$ cat config.mk
export PLATFORM = sky130hd
export DESIGN_NAME = lsu_mem_if_flat
export DESIGN_NICKNAME = d
export VERILOG_FILES = /design/src/rtl/lsu_mem_if_if.sv /design/src/rtl/lsu_mem_if.sv /design/src/flat_wrapper.sv
export SDC_FILE = /design/constraint.sdc
export NUM_CORES = 1
export LEC_CHECK = 0
export CAP_MARGIN = 20
export CORE_AREA = 2 2 108 110
export DETAILED_ROUTE_END_ITERATION = 8
export DIE_AREA = 0 0 110 112
export PLACE_DENSITY = 0.89
export SYNTH_ARGS = -nofsm -noshare
export SYNTH_HDL_FRONTEND = slang
export SYNTH_SLANG_ARGS = --single-unit
$ cat constraint.sdc
create_clock -name clk -period 9.4 [get_ports clk]
set_input_delay 2.35 -clock clk [delete_from_list [all_inputs] [get_ports clk]]
set_output_delay 2.35 -clock clk [all_outputs]
set_load 0.1 [all_outputs]
$ cat src/rtl/lsu_mem_if_if.sv
// Data-memory request/grant/response bus between the LSU and data memory.
interface lsu_mem_if_if;
    logic        req;
    logic        we;
    logic [31:0] addr;
    logic [3:0]  be;
    logic [31:0] wdata;
    logic        gnt;
    logic        rvalid;
    logic [31:0] rdata;

    modport master (
        output req, we, addr, be, wdata,
        input  gnt, rvalid, rdata
    );

    modport slave (
        input  req, we, addr, be, wdata,
        output gnt, rvalid, rdata
    );
endinterface

$ cat src/rtl/lsu_mem_if.sv
// RV32 MEM-stage load/store memory interface: req/gnt/rvalid handshake.
// Define LSU_MISALIGN_TRAP_EN to reject misaligned accesses with a misalign pulse.
module lsu_mem_if #(
    parameter int DW = 32
) (
    input  logic          clk,
    input  logic          rst,
    input  logic          req_valid,
    input  logic          req_we,
    input  logic [2:0]    req_width,
    input  logic [DW-1:0] req_addr,
    input  logic [DW-1:0] req_wdata,
    output logic          lsu_busy,
    output logic          ld_valid,
    output logic [DW-1:0] ld_data_raw,
    output logic [2:0]    ld_width,
    output logic          st_done,
    output logic          misalign,
    lsu_mem_if_if.master  dm
);
    typedef enum logic [1:0] {IDLE, REQ, WAIT, DONE} state_t;

    state_t      state;
    logic        we_q;
    logic [2:0]  width_q;
    logic [1:0]  off_q;
    logic        accept;
    logic        trap;
    logic        is_byte;
    logic        is_half;
    logic        is_word;
    logic [1:0]  off;
    logic [3:0]  be;
    logic [31:0] wdata;

    assign accept   = (state == IDLE) || (state == DONE);
    assign lsu_busy = (req_valid && accept) || (state == REQ) || (state == WAIT);

    // Offset is forced to natural alignment; trapped requests never use it.
    always_comb begin
        is_byte = (req_width[1:0] == 2'b00);
        is_half = (req_width[1:0] == 2'b01);
        is_word = (req_width == 3'b010);
        off     = req_addr[1:0];
        if (is_half) off[0] = 1'b0;
        if (is_word) off = 2'b00;
        be    = 4'b1111;
        wdata = req_wdata;
        unique case (1'b1)
            is_byte: begin
                be    = 4'b0001 << off;
                wdata = {4{req_wdata[7:0]}};
            end
            is_half: begin
                be    = 4'b0011 << off;
                wdata = {2{req_wdata[15:0]}};
            end
            default: ;
        endcase
    end

`ifdef LSU_MISALIGN_TRAP_EN
    assign trap = (is_half && req_addr[0])
               || (is_word && (req_addr[1:0] != 2'b00));

    always_ff @(posedge clk or posedge rst) begin
        if (rst) misalign <= 1'b0;
        else     misalign <= req_valid && accept && trap;
    end
`else
    assign trap     = 1'b0;
    assign misalign = 1'b0;
`endif

    always_ff @(posedge clk or posedge rst) begin
        if (rst) begin
            state       <= IDLE;
            we_q        <= 1'b0;
            width_q     <= 3'b000;
            off_q       <= 2'b00;
            dm.req      <= 1'b0;
            dm.we       <= 1'b0;
            dm.addr     <= '0;
            dm.be       <= 4'b0000;
            dm.wdata    <= '0;
            ld_valid    <= 1'b0;
            st_done     <= 1'b0;
            ld_data_raw <= '0;
            ld_width    <= 3'b000;
        end else begin
            ld_valid <= 1'b0;
            st_done  <= 1'b0;
            unique case (state)
                IDLE, DONE: begin
                    if (req_valid && trap) begin
                        state <= DONE;
                    end else if (req_valid) begin
                        state    <= REQ;
                        we_q     <= req_we;
                        width_q  <= req_width;
                        off_q    <= off;
                        dm.req   <= 1'b1;
                        dm.we    <= req_we;
                        dm.addr  <= {req_addr[DW-1:2], 2'b00};
                        dm.be    <= be;
                        dm.wdata <= wdata;
                    end else begin
                        state <= IDLE;
                    end
                end
                REQ: begin
                    if (dm.gnt) begin
                        dm.req <= 1'b0;
                        dm.we  <= 1'b0;
                        if (we_q) begin
                            state   <= DONE;
                            st_done <= 1'b1;
                        end else begin
                            state <= WAIT;
                        end
                    end
                end
                WAIT: begin
                    if (dm.rvalid) begin
                        state       <= DONE;
                        ld_valid    <= 1'b1;
                        ld_data_raw <= dm.rdata >> {off_q, 3'b000};
                        ld_width    <= width_q;
                    end
                end
            endcase
        end
    end
endmodule

$ cat src/flat_wrapper.sv
// flat-port wrapper written by rule: the top's interface ports become plain ports
module lsu_mem_if_flat 
#(
    parameter int DW = 32
)
  (clk, rst, req_valid, req_we, req_width, req_addr, req_wdata, lsu_busy, ld_valid, ld_data_raw, ld_width, st_done, misalign, dm_req, dm_we, dm_addr, dm_be, dm_wdata, dm_gnt, dm_rvalid, dm_rdata);
  lsu_mem_if_if dm_i ();
  input  logic clk;
  input  logic rst;
  input  logic req_valid;
  input  logic req_we;
  input  logic [2:0] req_width;
  input  logic [DW-1:0] req_addr;
  input  logic [DW-1:0] req_wdata;
  output logic lsu_busy;
  output logic ld_valid;
  output logic [DW-1:0] ld_data_raw;
  output logic [2:0] ld_width;
  output logic st_done;
  output logic misalign;
  output wire logic [$bits(dm_i.req)-1:0] dm_req;
  output wire logic [$bits(dm_i.we)-1:0] dm_we;
  output wire logic [$bits(dm_i.addr)-1:0] dm_addr;
  output wire logic [$bits(dm_i.be)-1:0] dm_be;
  output wire logic [$bits(dm_i.wdata)-1:0] dm_wdata;
  input wire logic [$bits(dm_i.gnt)-1:0] dm_gnt;
  input wire logic [$bits(dm_i.rvalid)-1:0] dm_rvalid;
  input wire logic [$bits(dm_i.rdata)-1:0] dm_rdata;
  assign dm_req = dm_i.req;
  assign dm_we = dm_i.we;
  assign dm_addr = dm_i.addr;
  assign dm_be = dm_i.be;
  assign dm_wdata = dm_i.wdata;
  assign dm_i.gnt = dm_gnt;
  assign dm_i.rvalid = dm_rvalid;
  assign dm_i.rdata = dm_rdata;
  lsu_mem_if #(.DW(DW)) u_core (.clk(clk), .rst(rst), .req_valid(req_valid), .req_we(req_we), .req_width(req_width), .req_addr(req_addr), .req_wdata(req_wdata), .lsu_busy(lsu_busy), .ld_valid(ld_valid), .ld_data_raw(ld_data_raw), .ld_width(ld_width), .st_done(st_done), .misalign(misalign), .dm(dm_i));
endmodule
-- Word-level counts from Yosys, hierarchy flattened
Index checks and enable logic that the tools add are counted.
- reductions and logical operators: 12
- bitwise operators: 0
- order comparisons: 0
- muxes and demuxes: 19
- divide/modulo/power cells: 0
- equal/unequal tests: 8
- multiply operators: 0
- add/subtract/negate cells: 0
- shift operators: 3
- operators with widths (kind ; count):
    case mux 32 bit (2 select lines) ; 1
    >> shifter 32 x 5 -> 32 bit ; 1
    2-to-1 mux 1 bit ; 11
    case mux 4 bit (2 select lines) ; 1
    2-to-1 mux 2 bit ; 3
    inequality test 2 bit, second input constant ; 3
    case mux 2 bit (3 select lines) ; 1
    AND reduction 2 bit ; 3
    equality test 2 x 1 -> 1 bit, second input constant ; 2
    equality test 2 bit, second input constant ; 2
    logical NOT 2 bit ; 2
    case mux 1 bit (2 select lines) ; 2
    left shift 1 x 2 -> 4 bit, first input constant ; 1
    left shift 2 x 2 -> 4 bit, first input constant ; 1
    equality test 3 x 2 -> 1 bit, second input constant ; 1
    logical OR 1 bit ; 3
    AND reduction 3 bit ; 1
    nonzero test 2 bit ; 1
    OR reduction 2 bit ; 1
    logical AND 1 bit ; 1
- latch bits: 0
- RAM bits: 0
- memories: 0
- bits in read-only memories: 0
- word-level logic and storage cells: 55
- bits in registers: 113
- input bits: 105

-- Depth between registers and ports, before layout
Gate-level depths: netlist of the first run.
- word-level depth: 5
- gate-level depth with buffers: 7
- gate-level depth less buffers: 6

-- Least setup slack after synthesis of the first run
No wires, ideal clock.
- path type: input port to output port
- start point: in req_valid
- end point: out lsu_busy
- required time: 7.050 ns
- buffers on the path: 2
- path slack: 3.709 ns
- cell stages on the path: 4
- data arrival time: 3.341 ns
- cell sequence: nand2_4 buf_6 buf_6 nand2_1
- word-level cells in the longest chain between the ends: 3
- RTL lines (item ; line ; source):
    start, declared ; flat_wrapper.sv:10 ; input logic req_valid;
    logical AND 1 bit ; lsu_mem_if.sv:37 ; assign lsu_busy = (req_valid && accept) || (state == REQ) || (state == WAIT);
    logical OR 1 bit (2 in a row) ; lsu_mem_if.sv:37 ;
    end, declared ; flat_wrapper.sv:15 ; output logic lsu_busy;
No other way between the ends.

-- Worst setup path in the final report of the first run
Ends and elaborated chain as after synthesis.

==> results.txt, run 1 <==
Worst Max-Slew Pin Slew - 1.061 ns
GRT overflow - 0
Number of synthesized flops with an enable pin - 0
Num CTS Buffers - 17
Asr flop ratio synth - 100.0%
First-iteration detailed-routing DRC count - 236
Antenna-violating nets left - 0
Hold slack - 0.4781 ns
Die X - 110 um
Setup TNS - 0 ns
DP HPWL - 10040 um
Synth Flop Type - dfrtp_1
Flop and latch count out of synthesis - 113
Critical path class - input port to primary output
Post-synth cell types - 31
Largest net degree at the start of global routing - 98
Count leader, synth - dfrtp_1
CP required - 7.05 ns
Largest cells by area after synthesis - dfrtp_1 56%, mux2_2 12%, mux2i_1 9.9%, nand2_1 4.4%, o21ai_0 3.5%
Critical Path Start Type - input port
CTS H-tree depth - 4
# DRC - 0
Most used cell, CP - clkdlybuf4s50_1
Worst Path Max Fanout - 97
Max Freq - 137.8 MHz
Worst Setup End Kind - primary output
Max_cap viols - 0
Clock root buffer - clkbuf_16
Final period util - 77.18%
Drt total wl - 13990 um
Fin Clk Skew - 0.008549 ns
Clk buf depth - 2
Worst Path Arrival - 4.91 ns
Clock transition at path regs - 0.05 ns
Final instance area - 7754 um^2
Synth Warn # - 0
Final #Nets - 723
First drt pass iteration count - 6
Top post-synthesis cells by count - 113 x dfrtp_1, 59 x nand2_1, 53 x mux2_2
Initial Util - 45.11%
Worst path max stage delay - 1.15 ns
Final setup violating endpoints - 0
Final Max Tran Viols - 0
Largest area contributor in the synthesized netlist - dfrtp_1
Period minus WS final - 7.255 ns
Clock Latency Late Sink - 0.40 ns
DR vias/cell - 5.290
Mapped Avg Cell Area - 12.27 um^2
I/O Buffers - 210
Worst Hold Class - flip-flop to flip-flop
First-pass GRT wire length - 21900 um
Placed cell areas - 7137 um^2
GP Congestion - 0.8511
Routed via count - 4073
Slowest CP cell - clkdlybuf4s50_1
Worst rel slew slack - 29.27%
FP Rows - 39
CTS tree - done
TritonCTS Sinks - 113
Antenna diode instance count - 0
Outcome - completed
Final Hold Vio Count - 0
Mapped cell area - 5041 um^2
CTS Hold Bufs - 0
Core box area - 11170 um^2
Area Overhead vs Synth - 53.81%
Cell breakdown of the critical path - clkdlybuf4s50_1, nand2_4, nand2_1, clkdlybuf4s50_1
Post-CTS Repair Setup Buffers - 0
Area of the multi-input gates - 1977 um^2
Chip height - 112 um
Die outline area - 12320 um^2
Wire per inst - 18.16 um
Register Area - 2828 um^2
Share of layout cells above drive strength 1 - 14.51%
Vias in the first global route - 4317
Ports - 214
Part of the Yosys area used for sequential elements - 56.09%
Initial antenna violation count - 0
Unrepaired setup endpoints after global routing - no
Fillers - 832
Area share of the largest cell type after synthesis - 56.09%
Gr usage total - 23.39%
Cells after Synth - 411
Post-cts resize count - 0
-- per-layer routing --
metal / part of all wire [%] / wire length (um) / vias up / global-route usage [%]
li1: - / - / 1867 / -
met1: 37 / 5206 / 1987 / 26.46
met2: 51 / 7088 / 189 / 39.10
met3: 9.3 / 1294 / 30 / 8.021
met4: 2.8 / 398 / 0 / 11.05
met5: 0 / 0 / - / 0
-- placed cells by master, fill, tap and decap left out, types with 2 or more instances in the layout --
cell type and n:
clkinvlp_4 4, mux2i_1 50, o21ai_0 35, nor2b_1 2, ha_1 2, clkbuf_16 17
a2bb2oi_1 8, a21oi_1 6, mux2_2 53, clkbuf_8 2, clkinv_2 2, buf_4 2
conb_1 3, o21ai_1 12, nand2b_1 3, o221ai_1 8, nand2_1 59, bufinv_16 4
inv_1 7, clkdlybuf4s50_1 210, dfrtp_1 113, a22o_1 10, o31ai_1 2
-- critical path, delay by kind of cell --
kind | cells | cell delay (ns)
simple gates | 2 | 0.78
buf+inv | 2 | 1.76
-- path summary, 6_finish.rpt --
path / depth (start not counted) / slack (ns) / from / to
max: 4 / 2.14 / req_valid / lsu_busy
min: 2 / 0.48 / u_core.dm.wdata[10] / u_core.dm.wdata[10]
max reg2reg: 5 / 7.14 / u_core.state[0] / u_core.state[0]
min reg2reg: 2 / 0.48 / u_core.dm.wdata[10] / u_core.dm.wdata[10]
max in group asynchronous: 3 / 5.73 / rst / u_core.dm.addr[27]
min in group asynchronous: 2 / 2.41 / rst / u_core.dm.addr[21]
-- flip-flops by register name, summed over array words and instances (netlist names), 2 cells and up --
name                cells
u_core.dm.addr         30
u_core.dm.wdata        32
u_core.ld_data_raw     32
u_core.ld_width         3
u_core.state            2
u_core.off_q            2
u_core.width_q          3
u_core.dm.be            4
-- cell families after synthesis --
group | count (synthesis) | synth area share (%)
flip-flops | 113 | 56.09
multiplexers | 103 | 21.77
AO/OA/AOI/OAI | 83 | 10.35
AND/OR/NAND/NOR | 72 | 6.379
buffers and inverters | 37 | 4.840
adder cells (fa/ha/maj) | 2 | 0.4963
other | 1 | 0.07439
-- through the flow --
stage	util, %	cells	setup slack [ns]
after floorplan	-	413	3.709
after global placement	63.87	740	2.166
after detailed placement	63.87	740	2.112
after CTS	69.39	770	2.117
after global routing	69.39	770	1.999
final	69.39	770	2.145
-- layout make-up --
type                       instances  area share [%]
clock inverter                    10           2.066
multi-input combinational        263           25.50
clock buffer                      20           5.890
tap                              143           2.308
inverter                           9          0.4680
sequential                       113           36.47
timing repair buffer             212           27.30
Power of run 1 is not shown: default switching activity piles up to over one toggle a cycle in this logic, so the estimate is an artifact.
==> inputs of run 2 (changes only) <==
--- a/config.mk
+++ b/config.mk
@@ -6,10 +6,10 @@
 export NUM_CORES = 1
 export LEC_CHECK = 0
 export CAP_MARGIN = 20
-export CORE_AREA = 2 2 108 110
+export CORE_AREA = 2 2 112 114
 export DETAILED_ROUTE_END_ITERATION = 8
-export DIE_AREA = 0 0 110 112
-export PLACE_DENSITY = 0.89
+export DIE_AREA = 0 0 114 116
+export PLACE_DENSITY = 0.83
 export SYNTH_ARGS = -nofsm -noshare
 export SYNTH_HDL_FRONTEND = slang
 export SYNTH_SLANG_ARGS = --single-unit
==> constraint.sdc (replaced) <==
create_clock -name clk -period 7.35 [get_ports clk]
set_input_delay 1.8375 -clock clk [delete_from_list [all_inputs] [get_ports clk]]
set_output_delay 1.8375 -clock clk [all_outputs]
set_load 0.1 [all_outputs]
==> run 2 against run 1 <==
Core utilization shrank 4.3 points. Worst setup slack lost 0.14 ns. Die area grew 7.3%. Cell area about the same. Clock skew grew 0.0022 ns. Critical path depth is the same. Clock-buffer cell count is the same. Register-to-register slack got worse by 2.1 ns. Global-route usage down 2.7 points. Hold slack lost 0.0074 ns. Flip-flop and latch count unchanged.
==> results.txt, run 2 (synthesis results as in run 1) <==
Critical path class - input port to primary output (unchanged)
Clock transition at path regs - 0.05 ns (about the same)
Worst Path Max Fanout - 97 (unchanged)
GP Congestion - 0.8799 (was 0.8511)
Max Freq - 187.1 MHz
Worst Max-Slew Pin Slew - 1.050 ns (was 1.061 ns)
Die outline area - 13220 um^2 (was 12320 um^2)
Area Overhead vs Synth - 53.71% (was 53.81%)
Largest net degree at the start of global routing - 98 (unchanged)
Die X - 114 um (was 110 um)
Final setup violating endpoints - 0 (unchanged)
Outcome - completed (unchanged)
Worst Path Arrival - 3.51 ns (was 4.91 ns)
Clk buf depth - 2 (unchanged)
Antenna-violating nets left - 0 (unchanged)
CTS Hold Bufs - 0 (unchanged)
Num CTS Buffers - 17 (unchanged)
Initial Util - 42.32% (was 45.11%)
Min-delay src - u_core.width_q[0] (was u_core.dm.wdata[10])
Clock root buffer - clkbuf_16 (unchanged)
Regs by FF count - u_core.dm.wdata (32), u_core.ld_data_raw (32), u_core.dm.addr (30) (unchanged)
GRT overflow - 0 (unchanged)
Ports - 214 (unchanged)
Worst Setup End Kind - primary output (unchanged)
Critical Path Start Type - input port (unchanged)
Final #Nets - 723 (unchanged)
Commonest non-fill, non-tap cells in the layout - 209 x clkdlybuf4s50_1, 113 x dfrtp_1, 59 x nand2_1 (was 210 x clkdlybuf4s50_1, 113 x dfrtp_1, 59 x nand2_1)
Final period util - 72.73%
Routed via count - 4021 (was 4073)
Core box area - 11910 um^2 (was 11170 um^2)
Initial antenna violation count - 0 (unchanged)
Gr usage total - 20.67% (was 23.39%)
Chip height - 116 um (was 112 um)
Setup TNS - 0 ns (unchanged)
Vias in the first global route - 4143 (was 4317)
DP HPWL - 9809 um (was 10040 um)
TritonCTS Sinks - 113 (unchanged)
Launch point of the worst path - req_valid (unchanged)
FP Rows - 40 (was 39)
Clock Latency Late Sink - 0.40 ns (about the same)
Unrepaired setup endpoints after global routing - no (unchanged)
Post-CTS Repair Setup Buffers - 0 (unchanged)
First-pass GRT wire length - 20990 um (was 21900 um)
# DRC - 0 (unchanged)
Final Hold Vio Count - 0 (unchanged)
Period minus WS final - 5.346 ns
Final Max Tran Viols - 0 (unchanged)
Fin Clk Skew - 0.01078 ns (was 0.008549 ns)
CP required - 5.51 ns (was 7.05 ns)
I/O Buffers - 210 (unchanged)
Most common cell after layout, fill and taps aside - clkdlybuf4s50_1 (unchanged)
CTS H-tree depth - 4 (unchanged)
Post-cts resize count - 0 (unchanged)
Wire per inst - 17.43 um (was 18.16 um)
Share of layout cells above drive strength 1 - 14.65% (was 14.51%)
CTS tree - done (unchanged)
Drt total wl - 13510 um (was 13990 um)
Worst rel slew slack - 30.01% (was 29.27%)
Critical register-to-register path startpoint - u_core.state[0] (unchanged)
First-iteration detailed-routing DRC count - 393 (was 236)
First drt pass iteration count - 4 (was 6)
DR vias/cell - 5.188 (was 5.290)
Antenna diode instance count - 0 (unchanged)
Worst Hold Class - flip-flop to flip-flop (unchanged)
Max_cap viols - 0 (unchanged)
run 2: cell count changes in the layout (fill, tap and decap cells not counted):
| cell | previous run | this run |
|---|---|---|
| buf_4 | 2 | 3 |
| clkinv_2 | 2 | 4 |
| clkdlybuf4s50_1 | 210 | 209 |
| clkbuf_1 | 1 | 2 |
| clkinvlp_4 | 4 | 3 |
| clkbuf_8 | 2 | 1 |
run 2: layout make-up:
type,instances,area [um^2]
multi-input combinational,263,1977
clock inverter,11,162.7
tap,147,183.9
timing repair buffer,212,2115
clock buffer,20,446.7
inverter,9,36.28
sequential,113,2828
fill,920,4163
run 2: layer usage:
layer  vias up  share of wire, %  GRT usage (%)
li1       1864                 -              -
met2       199                49          34.72
met3        19                11          8.577
met1      1939                38          23.07
met4         0               2.3          9.431
met5         -                 0              0
run 2: path summary, 6_finish.rpt:
kind | to | slack, ns | cells past startpoint
max | lsu_busy | 2.00 | 4
min | u_core.width_q[0] | 0.47 | 2
max in group asynchronous | u_core.state[1] | 4.21 | 3
min reg2reg | u_core.width_q[0] | 0.47 | 2
max reg2reg | u_core.state[0] | 5.07 | 5
min in group asynchronous | u_core.dm.addr[22] | 1.81 | 2
run 2: critical path, stage by stage:
cell and delay [ns]:
clkdlybuf4s50_1 0.59, nand2_4 0.54, nand2_1 0.21, buf_4 0.31
run 2: through the flow:
| stage | worst slack (ns) | instance area, um^2 | hold slack (ns) | instances | util [%] |
|---|---|---|---|---|---|
| floorplan | 2.525 | 5049 | 0.4444 | 413 | - |
| global placement | 1.971 | 7139 | 0.4555 | 744 | 59.94 |
| detailed placement | 1.939 | 7139 | 0.4646 | 744 | 59.94 |
| CTS | 1.937 | 7749 | 0.4761 | 775 | 65.05 |
| global route | 1.813 | 7749 | 0.5081 | 775 | 65.05 |
| finish | 2.004 | 7749 | 0.4707 | 775 | 65.05 |
Power of run 2 is left out for the same reason.
==> inputs of run 3 (changes only) <==
==> constraint.sdc (replaced) <==
create_clock -name clk -period 5.6 [get_ports clk]
set_input_delay 1.4 -clock clk [delete_from_list [all_inputs] [get_ports clk]]
set_output_delay 1.4 -clock clk [all_outputs]
set_load 0.1 [all_outputs]
==> run 3 against run 2 <==
Clock skew is 0.0025 ns lower. Cell area rose by 0.23%. Die area did not move. Via count is essentially flat. Clock-buffer cell count increased by 1. Core utilization rose by 0.15 points. Critical path type unchanged.
==> results.txt, run 3 (synthesis results as in run 1) <==
Most common cell after layout, fill and taps aside - clkdlybuf4s50_1 (unchanged)
First-pass GRT wire length - 21220 um (was 20990 um)
Final Max Tran Viols - 0 (unchanged)
Max_cap viols - 0 (unchanged)
FP Rows - 40 (unchanged)
Worst Path Max Fanout - 4 (was 97)
Final Instance Count excl. Fillers - 776 (was 775)
Wire per inst - 17.58 um (was 17.43 um)
Num CTS Buffers - 17 (unchanged)
GRT overflow - 0 (unchanged)
DP HPWL - 9838 um (was 9809 um)
GP Congestion - 0.9023 (was 0.8799)
Clock Latency Late Sink - 0.40 ns (about the same)
Critical Path Start Type - input port (unchanged)
Critical path class - input port to primary output (unchanged)
Routed via count - 4018 (was 4021)
Core box area - 11910 um^2 (unchanged)
Antenna diode instance count - 0 (unchanged)
CTS H-tree depth - 4 (unchanged)
Antenna-violating nets left - 0 (unchanged)
First drt pass iteration count - 4 (unchanged)
Worst path max stage delay - 0.59 ns (about the same)
Area Overhead vs Synth - 54.06% (was 53.71%)
Max Freq - 263.4 MHz
Drt total wl - 13640 um (was 13510 um)
Placed Instances - 745 (was 744)
Worst Setup End Kind - primary output (unchanged)
CP required - 4.20 ns (was 5.51 ns)
Fin Clk Skew - 0.008245 ns (was 0.01078 ns)
Unrepaired setup endpoints after global routing - no (unchanged)
Worst Max-Slew Pin Slew - 1.060 ns (was 1.050 ns)
Cell breakdown of the critical path - clkdlybuf4s50_1, nand2_4, nand2_1, buf_4 (unchanged)
Ports - 214 (unchanged)
Setup TNS - 0 ns (unchanged)
I/O Buffers - 210 (unchanged)
Die outline area - 13220 um^2 (unchanged)
Clock transition at path regs - 0.05 ns (about the same)
Regs by FF count - u_core.dm.wdata (32), u_core.ld_data_raw (32), u_core.dm.addr (30) (unchanged)
Commonest non-fill, non-tap cells in the layout - 209 x clkdlybuf4s50_1, 113 x dfrtp_1, 59 x nand2_1 (unchanged)
Clock root buffer - clkbuf_16 (unchanged)
Initial antenna violation count - 0 (unchanged)
TritonCTS Sinks - 113 (unchanged)
Share of layout cells above drive strength 1 - 14.79% (was 14.65%)
# DRC - 0 (unchanged)
Final Hold Vio Count - 0 (unchanged)
Worst Path Arrival - 2.40 ns (was 3.51 ns)
Period minus WS final - 3.796 ns
Outcome - completed (unchanged)
Final period util - 67.79%
Clk buf depth - 2 (unchanged)
Final setup violating endpoints - 0 (unchanged)
DR vias/cell - 5.178 (was 5.188)
Post-CTS Repair Setup Buffers - 0 (unchanged)
CTS Hold Bufs - 0 (unchanged)
Die X - 114 um (unchanged)
Largest net degree at the start of global routing - 97 (was 98)
Final #Nets - 724 (was 723)
Post-cts resize count - 0 (unchanged)
First-iteration detailed-routing DRC count - 282 (was 393)
Fin util - 65.20% (was 65.05%)
Worst Hold Class - flip-flop to flip-flop (unchanged)
Chip height - 116 um (unchanged)
Initial Util - 42.32% (unchanged)
Vias in the first global route - 4207 (was 4143)
Gr usage total - 20.97% (was 20.67%)
Worst rel slew slack - 29.36% (was 30.01%)
Slowest CP cell - clkdlybuf4s50_1 (unchanged)
CTS tree - done (unchanged)
[run 3: cell types whose count changed in the layout (fill, tap and decap cells not counted)]
cell,before,now
clkbuf_8,1,2
clkinvlp_4,3,2
clkinv_2,4,3
buf_4,3,4
clkinv_4,0,1
[run 3: worst paths after layout]
| kind | from | to | slack (ns) | cells after the start |
|---|---|---|---|---|
| min in group asynchronous | rst | u_core.dm.addr[20] | 1.56 | 2 |
| setup / recovery | req_valid | lsu_busy | 1.80 | 4 |
| hold / removal | u_core.width_q[0] | u_core.width_q[0] | 0.47 | 2 |
| setup reg to reg | u_core.state[0] | u_core.state[0] | 3.29 | 6 |
| max in group asynchronous | rst | u_core.dm.addr[16] | 3.02 | 3 |
| hold reg to reg | u_core.width_q[0] | u_core.width_q[0] | 0.47 | 2 |
[run 3: routing by layer]
metal / GRT usage (%) / share of wire [%] / vias to the layer above / wire (um)
met5: 0 / 0 / - / 0
met4: 9.268 / 2.1 / 0 / 290
met3: 9.048 / 10 / 22 / 1430
met2: 34.88 / 48 / 184 / 6594
met1: 23.63 / 39 / 1951 / 5323
li1: - / - / 1861 / -
[run 3: critical path: cells and delay by family]
family | cells | cell delay (ns)
buf+inv | 2 | 0.87
simple gates | 2 | 0.13
[run 3: final cells by class]
cell class,count,area [um^2]
well taps,147,183.9
fillers,909,4145
repair buffers,213,2122
clock inverters,10,158.9
multi-input cells,263,1977
clock buffers,21,460.4
flip-flops and latches,113,2828
inverters,9,36.28
[run 3: metrics by stage]
step | setup slack (ns) | hold WS, ns | cell area, um^2
2_1_floorplan | 1.213 | 0.4444 | 5049
3_3_place_gp | 1.825 | 0.4575 | 7147
3_5_place_dp | 1.809 | 0.4660 | 7147
4_1_cts | 1.805 | 0.4775 | 7766
5_1_grt | 1.742 | 0.5103 | 7766
6_report | 1.804 | 0.4727 | 7766
Power of run 3 is left out for the same reason.
